--- config.mk ---
export PLATFORM = sky130hd
export DESIGN_NAME = ft_bus_arbiter_flat
export DESIGN_NICKNAME = d
export VERILOG_FILES = /design/src/rtl/ft_bus_pkg.sv /design/src/rtl/ft_bus_arbiter_if.sv /design/src/rtl/ft_burst_counter.sv /design/src/rtl/ft_bus_arbiter.sv /design/src/flat_wrapper.sv
export SDC_FILE = /design/constraint.sdc
export NUM_CORES = 1
export LEC_CHECK = 0
export ABC_AREA = 1
export BUFFER_PORTS_ARGS = -buffer_cell sky130_fd_sc_hd__clkbuf_2
export CAP_MARGIN = 30
export CORE_UTILIZATION = 30
export DETAILED_ROUTE_END_ITERATION = 8
export MAX_ROUTING_LAYER = met4
export PLACE_DENSITY = 0.58
export SLEW_MARGIN = 5
export SYNTH_ARGS = -nofsm -noshare
export SYNTH_HDL_FRONTEND = slang
export SYNTH_SLANG_ARGS = --single-unit
--- constraint.sdc ---
create_clock -name clk -period 1.5 [get_ports clk]
set_input_delay 0.225 -clock clk [delete_from_list [all_inputs] [get_ports clk]]
set_output_delay 0.225 -clock clk [all_outputs]
set_load 0.02 [all_outputs]
--- src/rtl/ft_bus_pkg.sv ---
// Shared types and constants for the FT synchronous FIFO bus arbiter.
package ft_bus_pkg;

  typedef enum logic [2:0] {
    IDLE,
    RX_OE,
    RX_READ,
    RX_END,
    TX_WRITE,
    TX_END,
    TURN
  } state_e;

  typedef enum logic {
    GRANT_RX,
    GRANT_TX
  } grant_e;

  localparam int unsigned TURN_CYCLES = 1;
  localparam int unsigned TURN_W      = $clog2(TURN_CYCLES + 1);

endpackage

--- src/rtl/ft_bus_arbiter_if.sv ---
// FT pin group plus RX/TX stream handshakes; slave is the arbiter's view.
interface ft_bus_arbiter_if #(
  parameter int unsigned DATA_W = 16
);
  localparam int unsigned BE_W = DATA_W / 8;

  logic              ft_rxf;
  logic              ft_txe;
  logic [DATA_W-1:0] ft_data_in;
  logic [BE_W-1:0]   ft_be_in;
  logic [DATA_W-1:0] ft_data_out;
  logic [BE_W-1:0]   ft_be_out;
  logic              ft_data_oe;
  logic              ft_oe;
  logic              ft_rd;
  logic              ft_wr;
  logic [DATA_W-1:0] rx_data;
  logic [BE_W-1:0]   rx_be;
  logic              rx_valid;
  logic              rx_ready;
  logic [DATA_W-1:0] tx_data;
  logic [BE_W-1:0]   tx_be;
  logic              tx_valid;
  logic              tx_ready;
  logic              busy;

  modport slave (
    input  ft_rxf, ft_txe, ft_data_in, ft_be_in, rx_ready, tx_data, tx_be, tx_valid,
    output ft_data_out, ft_be_out, ft_data_oe, ft_oe, ft_rd, ft_wr,
           rx_data, rx_be, rx_valid, tx_ready, busy
  );

  modport master (
    output ft_rxf, ft_txe, ft_data_in, ft_be_in, rx_ready, tx_data, tx_be, tx_valid,
    input  ft_data_out, ft_be_out, ft_data_oe, ft_oe, ft_rd, ft_wr,
           rx_data, rx_be, rx_valid, tx_ready, busy
  );

endinterface

--- src/rtl/ft_burst_counter.sv ---
// Per-grant word counter: clear, saturating increment, last/full flags.
module ft_burst_counter #(
  parameter int unsigned BURST_MAX = 256
) (
  input  logic clk,
  input  logic rst,
  input  logic clr,
  input  logic inc,
  output logic last_c,
  output logic full_c
);
  localparam int unsigned       CNT_W  = $clog2(BURST_MAX + 1);
  localparam logic [CNT_W-1:0]  MAX_V  = CNT_W'(BURST_MAX);
  localparam logic [CNT_W-1:0]  LAST_V = CNT_W'(BURST_MAX - 1);

  logic [CNT_W-1:0] cnt_q;

  // Saturates at BURST_MAX so a stray increment can never wrap to zero
  always_ff @(posedge clk or posedge rst) begin
    if (rst) begin
      cnt_q <= '0;
    end else if (clr) begin
      cnt_q <= '0;
    end else if (inc && !full_c) begin
      cnt_q <= cnt_q + CNT_W'(1);
    end
  end

  assign last_c = (cnt_q == LAST_V);
  assign full_c = (cnt_q == MAX_V);

endmodule

--- src/rtl/ft_bus_arbiter.sv ---
// Half-duplex FT FIFO bus arbiter: RX/TX grant, strobe sequencing, turnaround.
module ft_bus_arbiter
  import ft_bus_pkg::*;
#(
  parameter int unsigned BURST_MAX = 256,
  parameter int unsigned DATA_W    = 16
) (
  input logic             clk,
  input logic             rst,
  ft_bus_arbiter_if.slave bus
);
  localparam int unsigned BE_W = DATA_W / 8;

  state_e            state_q, state_d;
  grant_e            last_grant_q, last_grant_d;
  logic [TURN_W-1:0] turn_q, turn_d;
  logic              rxf_q, txe_q;
  logic              ft_oe_q, ft_oe_d, ft_rd_q, ft_rd_d, ft_wr_q, ft_wr_d;
  logic              data_oe_q, data_oe_d, busy_q, busy_d, rx_valid_q, rx_valid_d;
  logic [DATA_W-1:0] data_out_q, data_out_d, rx_data_q, rx_data_d;
  logic [BE_W-1:0]   be_out_q, be_out_d, rx_be_q, rx_be_d;
  logic              rx_req, tx_req, rx_take, tx_take, tx_ready_c;
  logic              cnt_clr, cnt_last_c, cnt_full_c;

  ft_burst_counter #(.BURST_MAX(BURST_MAX)) u_burst_counter (
    .clk    (clk),
    .rst    (rst),
    .clr    (cnt_clr),
    .inc    (rx_take || tx_take),
    .last_c (cnt_last_c),
    .full_c (cnt_full_c)
  );

  // Arbitration uses the registered flags; strobe gating uses the raw pins
  assign rx_req     = !rxf_q && bus.rx_ready;
  assign tx_req     = !txe_q && bus.tx_valid;
  assign rx_take    = (state_q == RX_READ) && !ft_rd_q && !bus.ft_rxf;
  assign tx_ready_c = (state_q == TX_WRITE) && !bus.ft_txe && !cnt_full_c;
  assign tx_take    = tx_ready_c && bus.tx_valid;

  always_comb begin
    state_d      = state_q;
    last_grant_d = last_grant_q;
    turn_d       = turn_q;
    cnt_clr      = 1'b0;
    case (state_q)
      IDLE: begin
        if (rx_req && (!tx_req || last_grant_q == GRANT_TX)) begin
          state_d      = RX_OE;
          last_grant_d = GRANT_RX;
          cnt_clr      = 1'b1;
        end else if (tx_req) begin
          state_d      = TX_WRITE;
          last_grant_d = GRANT_TX;
          cnt_clr      = 1'b1;
        end
      end
      RX_OE:   state_d = RX_READ;
      RX_READ: begin
        if (bus.ft_rxf || !bus.rx_ready || (rx_take && cnt_last_c)) state_d = RX_END;
      end
      RX_END: begin
        state_d = TURN;
        turn_d  = '0;
      end
      // Exit only on a cycle with no accepted word so TX_END never carries a strobe
      TX_WRITE: begin
        if (!bus.tx_valid || bus.ft_txe || cnt_full_c) state_d = TX_END;
      end
      TX_END: begin
        state_d = TURN;
        turn_d  = '0;
      end
      TURN: begin
        if (turn_q == TURN_W'(TURN_CYCLES - 1)) state_d = IDLE;
        else                                    turn_d  = turn_q + TURN_W'(1);
      end
      default: state_d = IDLE;
    endcase

    // Bus controls follow the next state so they register in step with it
    ft_oe_d    = !(state_d inside {RX_OE, RX_READ, RX_END});
    ft_rd_d    = (state_d != RX_READ);
    data_oe_d  = (state_d inside {TX_WRITE, TX_END});
    busy_d     = (state_d != IDLE);
    ft_wr_d    = !tx_take;
    data_out_d = tx_take ? bus.tx_data : data_out_q;
    be_out_d   = tx_take ? bus.tx_be   : be_out_q;
    rx_valid_d = rx_take;
    rx_data_d  = rx_take ? bus.ft_data_in : rx_data_q;
    rx_be_d    = rx_take ? bus.ft_be_in   : rx_be_q;
  end

  always_ff @(posedge clk or posedge rst) begin
    if (rst) begin
      state_q      <= IDLE;
      last_grant_q <= GRANT_TX;
      turn_q       <= '0;
      rxf_q        <= 1'b1;
      txe_q        <= 1'b1;
      ft_oe_q      <= 1'b1;
      ft_rd_q      <= 1'b1;
      ft_wr_q      <= 1'b1;
      data_oe_q    <= 1'b0;
      busy_q       <= 1'b0;
      rx_valid_q   <= 1'b0;
      data_out_q   <= '0;
      be_out_q     <= '0;
      rx_data_q    <= '0;
      rx_be_q      <= '0;
    end else begin
      state_q      <= state_d;
      last_grant_q <= last_grant_d;
      turn_q       <= turn_d;
      rxf_q        <= bus.ft_rxf;
      txe_q        <= bus.ft_txe;
      ft_oe_q      <= ft_oe_d;
      ft_rd_q      <= ft_rd_d;
      ft_wr_q      <= ft_wr_d;
      data_oe_q    <= data_oe_d;
      busy_q       <= busy_d;
      rx_valid_q   <= rx_valid_d;
      data_out_q   <= data_out_d;
      be_out_q     <= be_out_d;
      rx_data_q    <= rx_data_d;
      rx_be_q      <= rx_be_d;
    end
  end

  assign bus.ft_oe       = ft_oe_q;
  assign bus.ft_rd       = ft_rd_q;
  assign bus.ft_wr       = ft_wr_q;
  assign bus.ft_data_oe  = data_oe_q;
  assign bus.ft_data_out = data_out_q;
  assign bus.ft_be_out   = be_out_q;
  assign bus.rx_valid    = rx_valid_q;
  assign bus.rx_data     = rx_data_q;
  assign bus.rx_be       = rx_be_q;
  assign bus.busy        = busy_q;
  assign bus.tx_ready    = tx_ready_c;

endmodule

--- src/flat_wrapper.sv ---
// flat-port wrapper written by rule: the top's interface ports become plain ports
module ft_bus_arbiter_flat import ft_bus_pkg::*;
#(
  parameter int unsigned BURST_MAX = 256,
  parameter int unsigned DATA_W    = 16
)
  (clk, rst, bus_ft_rxf, bus_ft_txe, bus_ft_data_in, bus_ft_be_in, bus_rx_ready, bus_tx_data, bus_tx_be, bus_tx_valid, bus_ft_data_out, bus_ft_be_out, bus_ft_data_oe, bus_ft_oe, bus_ft_rd, bus_ft_wr, bus_rx_data, bus_rx_be, bus_rx_valid, bus_tx_ready, bus_busy);
  ft_bus_arbiter_if #(.DATA_W(DATA_W)) bus_i ();
  input logic clk;
  input logic rst;
  input wire logic [$bits(bus_i.ft_rxf)-1:0] bus_ft_rxf;
  input wire logic [$bits(bus_i.ft_txe)-1:0] bus_ft_txe;
  input wire logic [$bits(bus_i.ft_data_in)-1:0] bus_ft_data_in;
  input wire logic [$bits(bus_i.ft_be_in)-1:0] bus_ft_be_in;
  input wire logic [$bits(bus_i.rx_ready)-1:0] bus_rx_ready;
  input wire logic [$bits(bus_i.tx_data)-1:0] bus_tx_data;
  input wire logic [$bits(bus_i.tx_be)-1:0] bus_tx_be;
  input wire logic [$bits(bus_i.tx_valid)-1:0] bus_tx_valid;
  output wire logic [$bits(bus_i.ft_data_out)-1:0] bus_ft_data_out;
  output wire logic [$bits(bus_i.ft_be_out)-1:0] bus_ft_be_out;
  output wire logic [$bits(bus_i.ft_data_oe)-1:0] bus_ft_data_oe;
  output wire logic [$bits(bus_i.ft_oe)-1:0] bus_ft_oe;
  output wire logic [$bits(bus_i.ft_rd)-1:0] bus_ft_rd;
  output wire logic [$bits(bus_i.ft_wr)-1:0] bus_ft_wr;
  output wire logic [$bits(bus_i.rx_data)-1:0] bus_rx_data;
  output wire logic [$bits(bus_i.rx_be)-1:0] bus_rx_be;
  output wire logic [$bits(bus_i.rx_valid)-1:0] bus_rx_valid;
  output wire logic [$bits(bus_i.tx_ready)-1:0] bus_tx_ready;
  output wire logic [$bits(bus_i.busy)-1:0] bus_busy;
  assign bus_i.ft_rxf = bus_ft_rxf;
  assign bus_i.ft_txe = bus_ft_txe;
  assign bus_i.ft_data_in = bus_ft_data_in;
  assign bus_i.ft_be_in = bus_ft_be_in;
  assign bus_i.rx_ready = bus_rx_ready;
  assign bus_i.tx_data = bus_tx_data;
  assign bus_i.tx_be = bus_tx_be;
  assign bus_i.tx_valid = bus_tx_valid;
  assign bus_ft_data_out = bus_i.ft_data_out;
  assign bus_ft_be_out = bus_i.ft_be_out;
  assign bus_ft_data_oe = bus_i.ft_data_oe;
  assign bus_ft_oe = bus_i.ft_oe;
  assign bus_ft_rd = bus_i.ft_rd;
  assign bus_ft_wr = bus_i.ft_wr;
  assign bus_rx_data = bus_i.rx_data;
  assign bus_rx_be = bus_i.rx_be;
  assign bus_rx_valid = bus_i.rx_valid;
  assign bus_tx_ready = bus_i.tx_ready;
  assign bus_busy = bus_i.busy;
  ft_bus_arbiter #(.BURST_MAX(BURST_MAX), .DATA_W(DATA_W)) u_core (.clk(clk), .rst(rst), .bus(bus_i));
endmodule
; ---- Word-level counts from Yosys, hierarchy flattened
; Index checks and enable logic that the tools add are counted.
[totals]
mem_bits_rw = 0
register_bits = 58
elab_cells = 83
mem_bits_ro = 0
latchBits = 0
mem_count = 0
[classes]
multipliers = 0
div = 0
eq_ne = 14
shift = 0
n_bitwise = 0
add_sub_neg = 2
order_cmp = 0
muxes = 15
reduce_logical = 36
[op_table]
columns = operator, n
row1 = two-way mux 9 bit, 2
row2 = case mux 3 bit (6 select lines), 1
row3 = equality test 3 bit (second input constant), 5
row4 = two-way mux 3 bit, 5
row5 = equality test 3 x 2 -> 1 bit (second input constant), 4
row6 = logical NOT 1 bit, 11
row7 = logical AND 1 bit, 10
row8 = adder 9 x 1 -> 9 bit (second input constant), 1
row9 = equality test 9 x 8 -> 1 bit (second input constant), 1
row10 = equality test 9 bit (second input constant), 1
row11 = nonzero test 2 bit, 4
row12 = equality test 3 x 1 -> 1 bit (second input constant), 2
row13 = logical OR 1 bit, 6
row14 = two-way mux 1 bit, 6
row15 = nonzero test 3 bit, 2
row16 = logical NOT 3 bit, 1
row17 = inequality test 3 x 2 -> 1 bit (second input constant), 1
row18 = case mux 1 bit (2 select lines), 1
row19 = AND reduction 2 bit, 1
row20 = OR reduction 2 bit, 1
row21 = adder 1 bit (second input constant), 1

; ---- Longest topological paths before layout
; Gate-level depths: netlist of the first run.
[logic_depth]
word_depth = 10
mapped_depth = 10
depth_no_buf = 9

; ---- Hierarchy
; A second synthesis of the first run with hierarchy kept.
[hier_totals]
cells_unflattened = 298
hier_area_um2 = 2590.0
[modules_own_cells]
columns = module, cells_each, area_per_inst_um2, seq_area_each_um2, instances
row1 = ft_bus_arbiter, 216, 1985.7, 1208.7, 1
row2 = ft_burst_counter, 82, 604.3, 225.2, 1

; ---- Worst setup path before layout of the first run
; No wires, ideal clock.
[synth_path]
kind = flip-flop to output port
from = register u_core.u_burst_counter.cnt_q[0]
to = output port bus_tx_ready
t_arrival_ns = 1.360
path_slack_ns = -0.085
required_ns = 1.275
stages_incl_launch_ff = 7
n_path_buf = 0
cell_sequence = dfrtp_1 -> inv_1 -> ha_1 -> nand2_1 -> nor2_1 -> nand2_2 -> nor3b_1
[synth_between]
elab_chain_len = 3
[synth_rtl]
columns = item, line
row1 = "start, declared", ft_burst_counter.sv:16  ; logic [CNT_W-1:0] cnt_q;
row2 = "start signal, assigned", ft_burst_counter.sv:25  ; cnt_q <= cnt_q + CNT_W'(1);
row3 = equality test 9 bit, ft_burst_counter.sv:30  ; assign full_c = (cnt_q == MAX_V);
row4 = logical NOT 1 bit, ft_bus_arbiter.sv:38  ; assign tx_ready_c = (state_q == TX_WRITE) && !bus.ft_txe && !cnt_full_c;
row5 = logical AND 1 bit, ft_bus_arbiter.sv:38
row6 = "end, declared", flat_wrapper.sv:28  ; output wire logic [$bits(bus_i.tx_ready)-1:0] bus_tx_ready;
; Every way passes these cells.

; ---- Worst setup path in the final report of the first run
[layout_path]
from = register u_core.u_burst_counter.cnt_q[1]
to = output port bus_tx_ready
; The elaborated chain is that of the path after synthesis.

==> results.txt, run 1 <==
- Synthesis-to-layout area growth: 46.4%
- The tree is rooted in a sky130_fd_sc_hd__clkbuf_8.
- Entering global routing, the biggest net connects 58 pins.
- Remaining global-route overflow: 0
- Clock latency on the worst-skew pair, taken at its later pin, is 0.34 ns.
- The die is 94.1 µm wide.
- Across the run, the number of max-cap violations was 0.
- Yosys mapped the design onto 26 distinct sky130hd cell types.
* Total nets after synthesis: 340
- Critical Path End Type: output port
- Worst-case register-to-register setup slack: -0.12 ns
* Crit path cell chain: inv_1 -> ha_4 -> nand2_2 -> nor2_2 -> nand2_2 -> nor3b_2 -> buf_4
- Launch point of the critical path: u_core.u_burst_counter.cnt_q[1]$_DFFE_PP0P_
- Beginning of the worst hold path: bus_tx_data[8]
- Number of pins exceeding their max-slew limit in the final report: 0
- Area of the core: 0.00822 mm²
- By area, the combinational part of the netlist is dominated by simple AND/OR/NAND/NOR gates.
- Hold WC Path Type: input port to flip-flop
- Overall routed net length: 6170 µm
* Fraction of synthesized cell area in xor and xnor cells: 0.0138
* Average cell area after synthesis: 8.63 µm²
- Of the total synthesized cell area, the portion taken by full adders, half adders and majority gates is 0.0147.
- Num CTS Buffers: 9
- Summing all non-filler instances in the final layout gives an area of 0.00373 mm².
- The flow ran to the end, but the final reports show violations.
- The Yosys step of the flow raised 0 warnings.
* Setup repair after global routing missed its margin: yes
- Number of standard cells after synthesis: 295
- TritonCTS built the clock tree.
* Initial DRT Pass Iterations: 4
* I/O pin count: 85
- Of all nets on the critical path, the largest fanout is 2.
- The portion of synthesized area spent on multiplexers is 0.
- Leaving out fill and tap cells, the most frequent cell in the layout is sky130_fd_sc_hd__nand2_1.
- Count of nets left with antenna violations after detail routing: 0
- The initial utilization of the core area, before any placement, comes to 0.310.
* Number of synthesized register bits: 57
- The hold violation count in the final report is 0.
* Power Density: 1860 mW/mm²
- Number of setup violations in the final report: 32
- CP peak stage delay: 0.38 ns
- The number of global-route vias before repair came to 2248.
- At the worst endpoint, the arrival time is 1.46 ns.
- FMAX: 593 MHz
- At the end of routability-driven placement, the weighted congestion stood at 0.804.
* Biggest area consumer among synthesized cells: sky130_fd_sc_hd__dfrtp_1
* Post-route fraction of the period consumed by the critical path: 1.12
- Fraction of final layout cells with drive strength greater than 1: 0.419
- STA classifies the critical path startpoint as a flip-flop.
- Die height: 94.1 µm
- The routed layout has 2282 vias.
- After legalization and detailed placement, the total HPWL measured 3970 µm.
- The floorplan step defined a die boundary enclosing 0.00886 mm².
- Violations in the final reports: setup timing
* Final antenna diode count: 0
* Critical path data required time: 1.27 ns
- Slew of the pin with the lowest slew margin: 0.325 ns
* Standard-cell rows: 33
* Synth Area in Compound Gates: 0.0128
- Highest-delay cell along the critical path: sky130_fd_sc_hd__dfrtp_1
- Synth top area share: 0.501
- Summing all placed instances gives a cell area of 0.00320 mm².
- Shortest clock period the worst path allows after layout: 1.69 ns
- Number of cells on the worst reg-to-reg path: 11
* Port Buffers: 84
- After detailed routing, the number of remaining DRC violations is 0.
* Nets: 458
* Final core occ: 0.453
* GR Util All Layers: 0.154
* Depth of the CTS H-tree: 3
- In this run the cell area of the synthesized design comes to 0.00254 mm².
- After layout, the worst setup slack is -0.187 ns.
- Reg-to-reg critical path endpoint: u_core.bus.ft_data_out[2]$_DFFE_PP0P_
* Global-route wire length before repair: 10200 µm
- Via-to-Cell Ratio: 4.36
* Commonest cells after routing, fill and taps aside: sky130_fd_sc_hd__nand2_1, sky130_fd_sc_hd__clkbuf_2, sky130_fd_sc_hd__dfrtp_1, sky130_fd_sc_hd__buf_4, sky130_fd_sc_hd__inv_1
- Counting both buffers and inverters, the worst setup path holds a total of 2.
* Fill cell instance count of the final layout: 823
* First DRT Iteration DRCs: 113
- Seq/Total Area, Yosys: 0.563
- No sink is reached through more buffers than the 2 on the longest clock path.
- Clock-pin slew was measured on the worst setup and hold paths at 0.07 ns.
- Routed wire length per instance: 11.8 µm
* Max_slew headroom: 0.783
- The path with the worst hold slack has its endpoint at u_core.bus.ft_data_out[8]$_DFFE_PP0P_.
- Number of clock sinks: 57
- Along the worst hold path, the cell count comes to 3.
* Largest delay contributor family on the critical path: flip-flops
- Cell with the most instances on the worst path: sky130_fd_sc_hd__nand2_2
- Across the VDD grid, the largest voltage drop is 1020 µV.
- Setup TNS Final: -2.45 ns
* Initial antenna violation count: 0
* Simple-Gate Fraction of Synth Area: 0.324
- Critical R2R Launch: u_core.u_burst_counter.cnt_q[1]$_DFFE_PP0P_
- Leading post-synthesis cells by cell area: sky130_fd_sc_hd__dfrtp_1, sky130_fd_sc_hd__nand2_1, sky130_fd_sc_hd__dfstp_2
- Worst Setup Path Type: flip-flop to output port
- The analysis attributes to cell leakage a power of 0.00209 µW.
* Clock skew after layout: 0.00540 ns
[state kept, by name, summed over array words and instances, names as in the netlist, 2 cells and up]
signal and count:
u_core.bus.ft_be_out 2, u_core.bus.ft_data_out 16, u_core.bus.rx_be 2, u_core.bus.rx_data 16, u_core.state_q 3, u_core.u_burst_counter.cnt_q 9
[tightest hold or removal path, cell delays in order]
cell and delay, ns:
sky130_fd_sc_hd__clkbuf_2 0.07, sky130_fd_sc_hd__nand2_1 0.04, sky130_fd_sc_hd__nand2_1 0.04
[what timing repair did]
action | 4_1_cts | 5_1_grt
setup buffers | 8 | 4
hold endpoints to repair | 53 | 0
cloned | 2 | 0
pin swaps | 4 | 7
hold buffers | 3 | 0
setup endpoints to repair | 26 | 49
gates resized for setup | 9 | 20
[logic make-up after synthesis]
group                    count (synthesis)
AND/OR/NAND/NOR                        189
AO/OA/AOI/OAI                            6
flip-flops                              57
XOR/XNOR                                 4
adder cells (fa/ha/maj)                  3
buffers and inverters                   36
[layer usage]
metal  vias to the layer above  wire [µm]  GRT usage
li1                       1151          -          -
met1                      1050       2820      0.192
met2                        72       2950      0.235
met3                         9        333     0.0469
met4                         0         69     0.0590
met5                         -          0          -
[cells in the mapped netlist]
master,number
sky130_fd_sc_hd__nand2_4,1
sky130_fd_sc_hd__nor2_2,2
sky130_fd_sc_hd__dfstp_2,6
sky130_fd_sc_hd__nand3_2,1
sky130_fd_sc_hd__o21ai_0,3
sky130_fd_sc_hd__nand4_1,13
sky130_fd_sc_hd__ha_1,3
sky130_fd_sc_hd__or2_0,1
sky130_fd_sc_hd__and2_1,1
sky130_fd_sc_hd__nor3b_1,1
sky130_fd_sc_hd__o22ai_1,2
sky130_fd_sc_hd__buf_2,3
sky130_fd_sc_hd__buf_12,1
sky130_fd_sc_hd__nand2_2,12
sky130_fd_sc_hd__dfrtp_1,51
sky130_fd_sc_hd__nand2_1,132
sky130_fd_sc_hd__buf_6,3
sky130_fd_sc_hd__nor4_1,1
sky130_fd_sc_hd__inv_1,19
sky130_fd_sc_hd__inv_2,9
sky130_fd_sc_hd__nor2_4,1
sky130_fd_sc_hd__nor2_1,11
sky130_fd_sc_hd__a21oi_1,1
sky130_fd_sc_hd__nand3_1,12
sky130_fd_sc_hd__xor2_1,4
sky130_fd_sc_hd__buf_4,1
[report_power, final]
| part | total [µW] | switching (µW) | leakage, µW | internal (µW) |
|---|---|---|---|---|
| Clock | 1630 | 655 | 0.000113 | 979 |
| Sequential | 2550 | 369 | 0.000712 | 2180 |
| Combinational | 2750 | 1690 | 0.00126 | 1050 |
| Total | 6930 | 2720 | 0.00209 | 4210 |
[layout make-up]
| cell class | instances | area, µm² | share of cell area |
|---|---|---|---|
| Multi-Input combinational cell | 202 | 1020 | 0.275 |
| Clock buffer | 11 | 141 | 0.0379 |
| Tap cell | 105 | 131 | 0.0353 |
| Inverter | 28 | 119 | 0.0319 |
| Sequential cell | 57 | 1440 | 0.385 |
| Clock inverter | 5 | 78.8 | 0.0212 |
| Timing Repair Buffer | 115 | 796 | 0.214 |
[how the worst max path moves through the flow]
| stage | to | slack [ns] | cells past startpoint |
|---|---|---|---|
| 2_1_floorplan | u_core.bus.busy$_DFF_PP0_ | 0.01 | 8 |
| 3_3_place_gp | u_core.bus.ft_oe$_DFF_PP1_ | -0.13 | 9 |
| 3_5_place_dp | u_core.bus.ft_oe$_DFF_PP1_ | -0.13 | 9 |
| 4_1_cts | bus_tx_ready | -0.20 | 7 |
| 5_1_grt | bus_tx_ready | -0.26 | 7 |
| 6_report | bus_tx_ready | -0.19 | 7 |
[stage by stage]
| step | instances | hold WS, ns | setup WS (ns) | power [µW] |
|---|---|---|---|---|
| 4_1_cts | 519 | 0.0691 | -0.199 | 6890 |
| 3_3_place_gp | 490 | 0.321 | -0.133 | 5040 |
| 6_report | 523 | 0.0759 | -0.187 | 6930 |
| 2_1_floorplan | 295 | 0.229 | 0.0102 | 4170 |
| 3_5_place_dp | 490 | 0.322 | -0.131 | 5080 |
| 5_1_grt | 523 | 0.0726 | -0.264 | 7400 |
(Power assumes the default switching activity.)
==> inputs of run 2 (changes only) <==
ABC_AREA = unset   (was 1)
PLACE_DENSITY = 0.59   (was 0.58)
==> results.txt, run 2 <==
- The run finished, with violations left.
* Violations in the final reports: setup timing
- The count of flip-flops with a built-in enable after synthesis is 0 (unchanged).
- First DRT Iteration DRCs: 75 (-34%)
- STA classifies the critical path endpoint as an output port.
- The relative max-transition margin is 0.729 (-0.0531).
- DRC errors left: 0 (unchanged)
- Total nets after synthesis: 226 (-34%)
- Largest delay contributor family on the critical path: simple AND/OR/NAND/NOR gates
* Post-route cell area: 0.00396 mm² (+6.3%)
- Pin count of the biggest net entering global routing: 37 (-36%)
- Setup ws final: -0.364 ns (-0.177 ns)
- The first-pass GRT wire length came to 9210 µm (-9.6%).
* Worst-path maximum fanout: 2 (unchanged)
- Fill cell instance count of the final layout: 677 (-18%)
- Clock skew after layout: 0.00532 ns (-0.0000758 ns)
* Power Density: 1890 mW/mm² (+1.4%)
* Standard-cell rows: 32 (-3.0%)
- The global-route total usage across every layer is 0.149 (-0.00534).
- The final net count was 367 (-20%).
- Slew of the pin with the lowest slew margin: 0.405 ns (+0.0799 ns)
- Leading post-synthesis cells by cell area: sky130_fd_sc_hd__dfrtp_1, sky130_fd_sc_hd__mux2_2, sky130_fd_sc_hd__dfstp_2
* Crit path buffers/inverters: 2 (unchanged)
- Worst Setup Path Type: flip-flop to output port
* CP peak stage delay: 0.41 ns (+0.03 ns)
- The combined area of all synthesized cells came to 0.00241 mm² (-5.1%).
- Setup repair after global routing could not meet its margin everywhere.
- The reported leakage power came to 0.00186 µW (-11%).
- The total detailed-routing wirelength came to 6120 µm (-0.87%).
* Count of nets left with antenna violations after detail routing: 0 (unchanged)
- The required time at the worst-slack endpoint was 1.27 ns (about the same).
- The number of global-route vias before repair came to 1935 (-14%).
- Biggest area consumer among synthesized cells: sky130_fd_sc_hd__dfrtp_1
* Final antenna diode count: 0 (unchanged)
* Commonest cells after routing, fill and taps aside: sky130_fd_sc_hd__clkbuf_2, sky130_fd_sc_hd__dfrtp_1, sky130_fd_sc_hd__buf_4, sky130_fd_sc_hd__mux2_4, sky130_fd_sc_hd__mux2_2
- The library cell used most frequently in the layout, excluding fill and tap cells, is sky130_fd_sc_hd__clkbuf_2.
- The standard cell core area is 0.00777 mm² (-5.5%).
- Number of clock sinks: 57 (unchanged)
* Depth of the CTS H-tree: 3 (unchanged)
- Flip-flop cell with the highest count after synthesis: sky130_fd_sc_hd__dfrtp_1
* Port Buffers: 84 (unchanged)
* Number of pins exceeding their max-slew limit in the final report: 0 (unchanged)
- The CTS buffer count is 9 (unchanged).
- Worst VDD drop: 546 µV (-46%)
- The die area is 0.00841 mm² (-5.0%).
* Setup TNS Final: -11.61 ns (-9.16 ns)
* Synth async-reset ratio: 1.00 (unchanged)
- Number of hold violations in the final report: 0 (unchanged)
- Average cell area after synthesis: 13.3 µm² (+55%)
- Seq/Total Area, Yosys: 0.594 (+0.0304)
- Number of synthesized register bits: 57 (unchanged)
* Synth top area share: 0.528 (+0.0270)
* TritonCTS clock tree: yes
- The average wire per standard cell is 14.3 µm (+21%).
* Initial antenna violation count: 0 (unchanged)
* Highest-delay cell along the critical path: sky130_fd_sc_hd__dfrtp_1
- The height of the die came to 91.7 µm (-2.5%).
- Initial standard-cell utilization of the core: 0.311 (+0.00116)
* Category of the worst setup path launch point: flip-flop
- The post-DP HPWL came to 3860 µm (-2.8%).
* Clk_lat worst skew: 0.33 ns (about the same)
- FMAX: 537 MHz (-9.5%)
- The global placer's final weighted congestion came to 0.770 (-4.2%).
- Worst hold slack: 0.124 ns (+0.0476 ns)
- The die boundary width came to 91.7 µm (-2.5%).
- The max capacitance violation total came to 0 (unchanged).
- Arrival time of data at the critical path endpoint: 1.64 ns (+0.18 ns)
- The instance area at placement was 0.00331 mm² (+3.5%).
* Number of standard cells after synthesis: 181 (-39%)
- The number of distinct library cells after synthesis was 38 (+46%).
- The count of pins on the block boundary was 85 (unchanged).
- Fraction of final layout cells with drive strength greater than 1: 0.676 (+0.257)
- The share of the core filled with cells came to 0.510 (+0.0563).
- Initial DRT Pass Iterations: 4 (unchanged)
- The via-per-instance ratio came to 4.60 (+5.5%).
* Number of setup violations in the final report: 48 (+50%)
* Most frequently used cell type in the post-synthesis netlist: sky130_fd_sc_hd__dfrtp_1
- Synthesis-to-layout area growth: 64.0%
* Number of buffers between clock root and the deepest sink: 2 (unchanged)
* Total of warnings raised by yosys: 0 (unchanged)
* Post-route fraction of the period consumed by the critical path: 1.24 (+0.118)
* Remaining global-route overflow: 0 (unchanged)
* Clk pin slew, worst setup/hold paths: 0.07 ns (about the same)
* Total number of vias: 1975 (-13%)
- Top cells by instance count after synthesis: sky130_fd_sc_hd__dfrtp_1, sky130_fd_sc_hd__mux2_2, sky130_fd_sc_hd__inv_1
- The cell sitting at the root of the clock tree is a sky130_fd_sc_hd__clkbuf_8.
- The critical path goes through nor4_4 -> and4_4 -> buf_6 -> nor3_4 -> clkbuf_8.
* Shortest clock period the worst path allows after layout: 1.86 ns (+0.177 ns)
- Hold WC Path Type: input port to flip-flop
==> run 2: timing repair <==
item,in CTS,in global routing
pin swaps,9,5
setup endpoints to repair,49,51
hold buffers,1,0
resized for setup,23,24
endpoints found under the hold margin,51,0
buffers inserted,7,8
gates cloned,1,2
==> run 2: per-stage QoR <==
step / instances / setup WS, ns / power [µW]
after floorplan: 181 / -0.339 / 4390
after global placement: 394 / -0.495 / 5410
after detailed placement: 394 / -0.556 / 5440
after CTS: 419 / -0.370 / 7190
after global routing: 429 / -0.432 / 7900
final: 429 / -0.364 / 7470
==> run 2: routing by layer <==
metal	GRT usage	routed length, µm	share of wire
met3	0.0531	502	0.082
met5	-	0	0
met1	0.179	2600	0.42
met2	0.232	2940	0.48
met4	0.0508	79	0.013
==> run 2: area by class of cell <==
| type | instances | area [µm²] | area share |
|---|---|---|---|
| Clock inverter | 3 | 40.0 | 0.0101 |
| Tap cell | 102 | 128 | 0.0322 |
| Inverter | 9 | 37.5 | 0.00948 |
| Sequential cell | 57 | 1430 | 0.362 |
| Clock buffer | 13 | 159 | 0.0401 |
| Timing Repair Buffer | 134 | 981 | 0.248 |
| Multi-Input combinational cell | 111 | 1180 | 0.298 |
==> run 2: final timing paths <==
check	depth (start not counted)	to	slack, ns	from
setup / recovery	5	bus_tx_ready	-0.36	u_core.u_burst_counter.cnt_q[2]$_DFFE_PP0P_
hold / removal	2	u_core.bus.ft_be_out[1]$_DFFE_PP0P_	0.12	bus_tx_be[1]
setup reg to reg	5	u_core.u_burst_counter.cnt_q[5]$_DFFE_PP0P_	-0.31	u_core.state_q[2]$_DFF_PP0_
hold reg to reg	1	u_core.bus.ft_data_out[1]$_DFFE_PP0P_	0.50	u_core.bus.ft_data_out[1]$_DFFE_PP0P_
max in group asynchronous	4	u_core.bus.ft_wr$_DFF_PP1_	0.73	rst
min in group asynchronous	4	u_core.u_burst_counter.cnt_q[5]$_DFFE_PP0P_	0.49	rst
==> run 2: kinds of logic (layout without fill, tap and decap cells) <==
family                     count (synthesis)  in the layout  synth area share
adders and majority gates                  3              3            0.0155
and+or+nand+nor                           45             45             0.114
AOI/OAI and AO/OA                         25             25            0.0710
buffers and inverters                     13            159            0.0295
muxes                                     38             38             0.176
DFF                                       57             57             0.594
==> run 2: power breakdown <==
group	total [µW]	leakage [µW]	switching, µW	internal (µW)
clock	1440	0.000103	586	854
combinational	3530	0.00106	1780	1750
sequential	2500	0.000703	318	2180
total	7470	0.00186	2680	4790
==> inputs of run 3 (changes only) <==
--- a/constraint.sdc
+++ b/constraint.sdc
@@ -3,2 +3,2 @@
 set_output_delay 0.225 -clock clk [all_outputs]
-set_load 0.02 [all_outputs]
+set_load 0.005 [all_outputs]
==> results.txt, run 3 (synthesized netlist as in run 2, its figures left out) <==
* Result of the run: finished with violations
- The checks that failed: setup timing.
* Num CTS Buffers: 9 (unchanged)
- Standard-cell rows: 32 (unchanged)
- Arrival time of data at the critical path endpoint: 1.62 ns (-0.02 ns)
- Number of cells on the worst reg-to-reg path: 5 (unchanged)
- The die boundary width is 91.7 µm (unchanged).
- The clock skew came to 0.00641 ns (+0.00108 ns).
- Worst min-delay path endpoint: u_core.bus.ft_be_out[1]$_DFFE_PP0P_
- Pin count of the biggest net entering global routing: 37 (unchanged)
- The remaining design rule violation count is 0 (unchanged).
- The average wire per standard cell is 14.4 µm (+1.2%).
- The global routing met3 resource utilization came to 0.0522 (-0.000829).
* Most common library cell in the layout ignoring fill and taps: sky130_fd_sc_hd__clkbuf_2
- The clock-pin slew on the worst setup and hold paths was 0.07 ns (about the same).
- The worst setup timing slack at the placement stage is -0.556 ns (unchanged).
* Hold WC Path Type: input port to flip-flop
* Slew of the pin with the lowest slew margin: 0.487 ns (+0.0821 ns)
* GR Util All Layers: 0.159 (+0.0104)
- Final antenna diode count: 0 (unchanged)
- The standard cell core area is 0.00777 mm² (unchanged).
- The insertion delay to the later sink of the worst-skew pair is 0.33 ns (about the same).
- The die area was 0.00841 mm² (unchanged).
- Number of buffers between clock root and the deepest sink: 2 (unchanged)
* Detailed placement HPWL: 3860 µm (unchanged)
- The via count came to 1982 (+0.35%).
- The fraction of layout instances using a drive strength above 1 was 0.689 (+0.0132).
* Count of nets left with antenna violations after detail routing: 0 (unchanged)
- The register-to-register path setup slack was -0.31 ns (about the same).
- Worst-path maximum fanout: 2 (unchanged)
- The ratio of final minimum period to clock period came to 1.23 (-0.0133).
- Post-route cell area: 0.00395 mm² (-0.25%)
- The top achievable clock speed came to 542 MHz (+1.1%).
- Shortest clock period the worst path allows after layout: 1.84 ns (-0.0199 ns)
* Beginning of the worst hold path: bus_tx_be[1]
- The quantity of I/O buffers inserted on ports came to 84 (unchanged).
* Global-route track usage on met1: 0.188 (+0.00897)
* Placement-stage cell area: 0.00331 mm² (unchanged)
- Synthesis-to-layout area growth: 63.6%
* Power Density: 1760 mW/mm² (-6.9%)
- TritonCTS built the clock tree.
* Worst Setup Path Type: flip-flop to output port
- The via-per-instance ratio was 4.61 (+0.12%).
- Setup repair after global routing could not meet its margin everywhere.
- The final net count came to 368 (+0.27%).
- The hold violation count in the final report was 0 (unchanged).
* Number of cells on the worst hold path: 2 (unchanged)
- The count of pins on the block boundary is 85 (unchanged).
- Critical R2R Launch: u_core.state_q[0]$_DFF_PP0_
- Number of setup violations in the final report: 48 (unchanged)
* Worst VDD drop: 557 µV (+2.0%)
* Gpl congestion: 0.770 (unchanged)
- Max-cap violations: 0 (unchanged)
- The overflow left after global routing was 0 (unchanged).
- Initial DRT Pass Iterations: 4 (unchanged)
* Launch point of the critical path: u_core.u_burst_counter.cnt_q[2]$_DFFE_PP0P_
* Root buffer cell: sky130_fd_sc_hd__clkbuf_8
- The starting density of the core was 0.311 (unchanged).
- Overall routed net length: 6210 µm (+1.5%)
- Number of global-route vias before repair: 2031 (+5.0%)
* Critical Path End Type: output port
- The height of the die was 91.7 µm (unchanged).
- Commonest cells after routing, fill and taps aside: sky130_fd_sc_hd__clkbuf_2, sky130_fd_sc_hd__dfrtp_1, sky130_fd_sc_hd__buf_4, sky130_fd_sc_hd__mux2_4, sky130_fd_sc_hd__mux2_2
* Depth of the CTS H-tree: 3 (unchanged)
* Max_slew headroom: 0.672 (-0.0576)
* Reg-to-reg critical path endpoint: u_core.bus.ft_data_out[14]$_DFFE_PP0P_
- The slack of the critical path is -0.344 ns (+0.0199 ns).
- The final number of max-transition violations is 0 (unchanged).
* Initial antenna violation count: 0 (unchanged)
- The worst setup path is launched from a flip-flop.
- Critical path data required time: 1.27 ns (about the same)
- Met2 Usage GRT: 0.258 (+0.0257)
* Layer with the highest usage: met2
- The CTS sink count was 57 (unchanged).
- The violation count after the first detailed-routing iteration was 56 (-25%).
* Global-route wire length before repair: 9830 µm (+6.7%)
- The reported leakage power was 0.00185 µW (-0.48%).
==> run 3: changes by cell type in the layout (fill, tap and decap cells not counted), sizes merged <==
cell | previous run | this run
clkbuf | 99 | 97
buf | 47 | 50
clkinvlp | 1 | 2
inv | 8 | 7
==> run 3: worst max path at each step <==
stage / depth (start not counted) / slack, ns / to
final: 5 / -0.34 / bus_tx_ready
after global routing: 5 / -0.41 / bus_tx_ready
after CTS: 5 / -0.33 / bus_tx_ready
after detailed placement: 3 / -0.56 / u_core.bus.ft_data_out[9]$_DFFE_PP0P_
after global placement: 5 / -0.50 / u_core.bus.ft_data_out[11]$_DFFE_PP0P_
after floorplan: 5 / -0.34 / u_core.bus.ft_be_out[0]$_DFFE_PP0P_
==> run 3: cell type report <==
| type | instances | area [µm²] |
|---|---|---|
| repair buffers | 135 | 941 |
| well taps | 102 | 128 |
| multi-input cells | 111 | 1210 |
| inverters | 9 | 41.3 |
| clock inverters | 3 | 40.0 |
| flip-flops and latches | 57 | 1430 |
| fillers | 683 | 3820 |
| clock buffers | 13 | 159 |
==> run 3: repair_timing <==
action	4_1_cts	5_1_grt
gates resized for setup	34	21
gates cloned	2	0
endpoints found under the hold margin	51	0
buffers inserted	11	8
endpoints found under the setup margin	49	53
hold buffers	1	0
pin swaps	11	9
==> run 3: metrics by stage <==
| step | hold slack (ns) | cells | TNS, ns | util | total power (µW) |
|---|---|---|---|---|---|
| final | 0.118 | 430 | -11.78 | 0.509 | 6940 |
| after detailed placement | 0.286 | 394 | -16.41 | 0.426 | 4830 |
| after global routing | 0.0976 | 430 | -14.56 | 0.509 | 7370 |
| after CTS | 0.0980 | 424 | -11.39 | 0.492 | 6750 |
| after global placement | 0.285 | 394 | -15.13 | 0.426 | 4790 |
| after floorplan | 0.229 | 181 | -8.84 | - | 3780 |
==> run 3: power by group <==
group,internal [µW],switching [µW],total [µW]
clock,854,597,1450
sequential,2180,319,2500
combinational,1780,1210,2990
==> run 3: routing by layer <==
layer,share of wire,vias to the layer above
met4,0.011,0
met5,0,-
met2,0.48,73
li1,-,942
met1,0.44,960
met3,0.066,7
==> run 3: critical path: stages, from the launching register on <==
cell and delay [ns]:
sky130_fd_sc_hd__dfrtp_1 0.41, sky130_fd_sc_hd__nor4_4 0.35, sky130_fd_sc_hd__and4_4 0.29, sky130_fd_sc_hd__buf_6 0.10
sky130_fd_sc_hd__nor3_4 0.04, sky130_fd_sc_hd__clkbuf_2 0.10
